--- src/rtl/int_ctrl_pkg.sv ---
// Shared types and constants for the interrupt entry/return controller.
package int_ctrl_pkg;

  localparam int FLAG_W = 4;

  localparam logic [1:0] PCSEL_SEQ = 2'b00;
  localparam logic [1:0] PCSEL_IVT = 2'b01;
  localparam logic [1:0] PCSEL_RET = 2'b10;

  typedef enum logic [3:0] {
    S_IDLE,
    S_DRAIN,
    S_PUSH_PC,
    S_PUSH_FLAGS,
    S_VECTOR,
    S_SERVICE,
    S_POP_FLAGS,
    S_POP_PC,
    S_RESUME
  } state_t;

endpackage

--- src/rtl/int_ctrl_edge_det.sv ---
// Registers an async-ish level input and pulses for one cycle on its registered rising edge.
module edge_det (
  input  logic clk,
  input  logic rst,
  input  logic sigIn,
  output logic rise
);

  logic syncQ;
  logic syncD;

  always_ff @(posedge clk) begin
    if (!rst) begin
      syncQ <= 1'b0;
      syncD <= 1'b0;
    end else begin
      syncQ <= sigIn;
      syncD <= syncQ;
    end
  end

  assign rise = syncQ & ~syncD;

endmodule

--- src/rtl/int_ctrl.sv ---
// Interrupt controller: drains the pipe, pushes PC/flags, vectors, and unwinds on RTI.
module int_ctrl
  import int_ctrl_pkg::*;
#(
  parameter int DRAIN_CYCLES = 3,
  parameter int PC_W         = 32
) (
  input  logic              clk,
  input  logic              rst,
  input  logic              int_req,
  input  logic              stall,
  input  logic [PC_W-1:0]   pc_in,
  input  logic [FLAG_W-1:0] flags_in,
  input  logic              rti_dec,
  input  logic [PC_W-1:0]   mem_rdata,
  output logic              fetch_hold,
  output logic              stack_push,
  output logic              stack_pop,
  output logic              stack_en32,
  output logic [PC_W-1:0]   stack_wdata,
  output logic [1:0]        pc_sel,
  output logic [PC_W-1:0]   ret_pc,
  output logic              flags_restore,
  output logic [FLAG_W-1:0] flags_out,
  output logic              int_active
);

  localparam int CNT_W = (DRAIN_CYCLES > 1) ? $clog2(DRAIN_CYCLES) : 1;

  state_t            state, nextState;
  logic [CNT_W-1:0]  cnt, cntNext;
  logic              pending;
  logic              reqRise;
  logic [PC_W-1:0]   savedPc;
  logic [FLAG_W-1:0] savedFlags;
  logic              takeInt;

  edge_det uEdge (
    .clk   (clk),
    .rst   (rst),
    .sigIn (int_req),
    .rise  (reqRise)
  );

  assign takeInt = (state == S_IDLE) && pending && !stall;

  always_ff @(posedge clk) begin
    if (!rst) begin
      state      <= S_IDLE;
      cnt        <= '0;
      pending    <= 1'b0;
      savedPc    <= '0;
      savedFlags <= '0;
    end else begin
      state <= nextState;
      cnt   <= cntNext;
      // A fresh edge wins over the VECTOR clear so it is not lost.
      if (reqRise)
        pending <= 1'b1;
      else if (state == S_VECTOR && !stall)
        pending <= 1'b0;
      if (takeInt) begin
        savedPc    <= pc_in;
        savedFlags <= flags_in;
      end
    end
  end

  always_comb begin
    nextState = state;
    cntNext   = cnt;
    if (!stall) begin
      case (state)
        S_IDLE: begin
          if (pending) begin
            nextState = S_DRAIN;
            cntNext   = CNT_W'(DRAIN_CYCLES - 1);
          end
        end
        S_DRAIN: begin
          if (cnt == '0) nextState = S_PUSH_PC;
          else           cntNext   = cnt - 1'b1;
        end
        S_PUSH_PC:    nextState = S_PUSH_FLAGS;
        S_PUSH_FLAGS: nextState = S_VECTOR;
        S_VECTOR:     nextState = S_SERVICE;
        S_SERVICE:    if (rti_dec) nextState = S_POP_FLAGS;
        S_POP_FLAGS:  nextState = S_POP_PC;
        S_POP_PC:     nextState = S_RESUME;
        S_RESUME:     nextState = S_IDLE;
        default:      nextState = S_IDLE;
      endcase
    end
  end

  // Pure state decodes; strobes are masked while the pipe is stalled.
  always_comb begin
    fetch_hold    = 1'b0;
    stack_push    = 1'b0;
    stack_pop     = 1'b0;
    stack_en32    = 1'b0;
    stack_wdata   = '0;
    pc_sel        = PCSEL_SEQ;
    ret_pc        = '0;
    flags_restore = 1'b0;
    flags_out     = '0;
    int_active    = (state != S_IDLE);
    case (state)
      S_DRAIN: fetch_hold = 1'b1;
      S_PUSH_PC: begin
        stack_push  = !stall;
        stack_en32  = 1'b1;
        stack_wdata = savedPc;
      end
      S_PUSH_FLAGS: begin
        stack_push  = !stall;
        stack_wdata = PC_W'(savedFlags);
      end
      S_VECTOR: pc_sel = stall ? PCSEL_SEQ : PCSEL_IVT;
      S_POP_FLAGS: begin
        stack_pop  = !stall;
        fetch_hold = 1'b1;
      end
      S_POP_PC: begin
        stack_pop     = !stall;
        stack_en32    = 1'b1;
        fetch_hold    = 1'b1;
        flags_restore = !stall;
        flags_out     = mem_rdata[FLAG_W-1:0];
      end
      S_RESUME: begin
        pc_sel = stall ? PCSEL_SEQ : PCSEL_RET;
        ret_pc = mem_rdata;
      end
      default: ;
    endcase
  end

endmodule

--- config.mk ---
export PLATFORM = sky130hd
export DESIGN_NAME = int_ctrl
export DESIGN_NICKNAME = d
export VERILOG_FILES = /design/src/rtl/int_ctrl_pkg.sv /design/src/rtl/int_ctrl_edge_det.sv /design/src/rtl/int_ctrl.sv
export SDC_FILE = /design/constraint.sdc
export NUM_CORES = 1
export LEC_CHECK = 0
export ABC_AREA = 1
export CAP_MARGIN = 20
export CORE_ASPECT_RATIO = 0.7
export CORE_UTILIZATION = 32
export DETAILED_ROUTE_END_ITERATION = 10
export PLACE_DENSITY = 0.76
export SKIP_CTS_REPAIR_TIMING = 1
export SYNTH_ARGS = -nofsm -noshare
export SYNTH_HDL_FRONTEND = slang
export SYNTH_SLANG_ARGS = --single-unit
--- constraint.sdc ---
create_clock -name clk -period 1.4 [get_ports clk]
set_clock_uncertainty 0.15 [all_clocks]
set_input_delay 0.14 -clock clk [delete_from_list [all_inputs] [get_ports clk]]
set_output_delay 0.14 -clock clk [all_outputs]
set_load 0.005 [all_outputs]
==> reports/qor.yml <==
detailed_routing:
  drt_iter0_markers: 99
  dr_total_vias: 2944
  wl_per_cell_um: 13.68
  drtAntennaViolNets: 0
  via_per_inst: 4.550
  totalWireLength_um: 8849
  drt_pass1_iterations: 4
  drc_errors: 0
layout:
  drive_gt1_frac: 0.4250
  fill_cells: 595
  finish.net_count: 627
  ff_latch_area_um2: 915.9
  multi_input_area_um2: 1386
  antenna_cells: 0
  syn_to_final_growth_pct: 107.8
timing:
  setup_slack_ns: -0.4232
  clock.fmax_ghz: 0.5485
  grt_setup_unrepaired: "yes"
  hold_ws_ns: 0.2264
  hold_viol_final: 0
  tightestPinTransition_ns: 0.2030
  max_slew_margin: 0.8632
  drv_slew: 0
  setup_violations: 119
  post-route-min-period_ns: 1.823
  finalCritPeriodShare: 1.302
floorplan:
  rows: 25
  dieHeight_um: 72.06
  die_x_um: 102.1
  core_um2: 6756
  ioPinCount: 149
  start_util: 0.3320
  die-area_um2: 7355
logic_synthesis:
  yosysTopAreaCellShare: 0.4016
  syn_area_per_cell_um2: 6.302
  synth_seq_cells: 45
  synth_cell_types: 19
  yosys-top-cells-area: "dfxtp_1 (40%), nor2_1 (15%), inv_1 (14%)"
  netlist_instances: 356
  syn_nets: 430
  syn_area_um2: 2243
  synth_top_cell_by_area: "dfxtp_1"
  synth_seq_area_share: 0.4016
  yosys_warnings: 0
critical_path:
  crit_fanout: 8
  crit_end: "ret_pc[23]"
  worstPathArrival_ns: 1.53
  end_kind: "output pin"
  cp.required_ns: 1.11
  cp-startpoint: "state[1]"
  reg2reg_to: "savedPc[28]"
  path_class: "register to output pin"
  r2r_slack_ns: -0.38
  start_kind: "register"
  cp_cell_sequence: "buf_6 > nor2_4 > nand3_4 > buf_6 > clkbuf_16 > nor2_4 > clkbuf_2"
  reg2reg_depth: 8
  rr_startpoint: "state[1]"
  crit_slowest_cell: "dfxtp_4"
  worst_path_largest_cell_delay_ns: 0.37
cts:
  clockBufferDepth: 2
  worstSkewPairLatency_ns: 0.30
  cts_tree: "yes"
  clk_pin_slew_ns: 0.09
  cts_buffers: 5
  cts_root_buffer: "clkbuf_8"
  cts_sinks: 45
  h-tree-depth: 2
global_route:
  antenna_found_initial: 0
  grt_usage: 0.1805
  grt_pass1_wl_um: 10440
  grt_pass1_vias: 2339
  grt_overflow: 0
  grt_max_degree: 54
pwr:
  total_power_w: 0.005522
  p_leak_nw: 2.146
  powerDensity_nw_per_um2: 1185
  vdd_drop_max_mv: 0.5328
min_path:
  min_path_type: "input port to register"
place:
  place_congestion: 0.8328
  port_buffers: 148
  place_hpwl_um: 5330
status:
  violations: "setup timing"
  status: "finished with violations"
run:
  cap_violations: 0
## metrics by stage
stage	utilization	instance area, um^2	setup slack, ns	cells	setup TNS (ns)
finish	0.6898	4661	-0.4232	647	-37.05
global route	0.6898	4661	-0.4846	647	-45.21
CTS	0.6031	4075	-0.8050	612	-59.93
detailed placement	0.5906	3990	-0.4640	605	-37.49
global placement	0.5906	3990	-0.3999	605	-34.71
floorplan	-	2251	0.02568	356	0
## final cells by class
class                           instances  area share
Multi-Input combinational cell        210      0.2974
Clock inverter                          2    0.003490
Timing Repair Buffer                  209      0.3954
Inverter                               82     0.06711
Clock buffer                            5     0.01477
Tap cell                               94     0.02523
Sequential cell                        45      0.1965
## report_power, final
| group | leakage (nW) | switching [W] | internal (W) |
|---|---|---|---|
| combinational | 1.74 | 0.00154 | 0.00159 |
| sequential | 0.369 | 0.000123 | 0.00147 |
| clock | 0.0402 | 0.000459 | 0.000345 |
| total | 2.15 | 0.00212 | 0.00340 |
## worst min-delay path by stage
| stage | depth (start not counted) | from | slack (ns) | endpoint |
|---|---|---|---|---|
| final | 3 | int_req | 0.23 | uEdge.syncQ |
| after global routing | 3 | int_req | 0.23 | uEdge.syncQ |
| after CTS | 3 | int_req | 0.23 | uEdge.syncQ |
| after detailed placement | 2 | uEdge.syncQ | 0.27 | uEdge.syncD |
| after global placement | 1 | uEdge.syncD | 0.25 | pending |
| after floorplan | 2 | int_req | 0.09 | uEdge.syncQ |
## routing by layer
metal,vias up,GRT usage,routed length [um]
met5,-,0,0
met4,0,0.04127,108
met3,11,0.06358,698
met2,105,0.3259,4518
met1,1355,0.2044,3524
li1,1473,-,-
## logic make-up after synthesis
logic type	count (synthesis)	share of synthesized area
AO/OA/AOI/OAI	79	0.1774
adder cells (fa/ha/maj)	1	0.005576
buffers and inverters	101	0.1774
flip-flops	45	0.4016
AND/OR/NAND/NOR	130	0.2382
## sequential cells by signal, indices dropped and copies added, names as in the netlist
| signal | cells |
|---|---|
| cnt | 2 |
| pending | 1 |
| savedFlags | 4 |
| savedPc | 32 |
| state | 4 |
| uEdge.syncD | 1 |
| uEdge.syncQ | 1 |
## cell usage after synthesis, drive strengths merged
master / number
o21bai: 1
o21ai: 44
a21oi: 34
nand4: 1
nand3: 14
nand2: 20
dfxtp: 45
clkbuf: 12
buf: 7
nor2: 93
inv: 82
nor3: 2
ha: 1
## cell usage in the layout, fill, tap and decap left out, types with 19 or more instances in the layout
cell type / count
buf_6: 23
o21ai_1: 23
nor2_1: 41
nor2_2: 19
dfxtp_1: 41
a21oi_1: 27
inv_1: 77
clkdlybuf4s50_1: 72
buf_4: 23
buf_2: 49
nor2_4: 33
clkbuf_2: 27
## worst max-delay path: cells and delay by family (launching register included)
kind                   cells  cell delay, ns
DFF                        1            0.37
and+or+nand+nor            3            0.31
buffers and inverters      4            0.54
(Power assumes the default switching activity.)
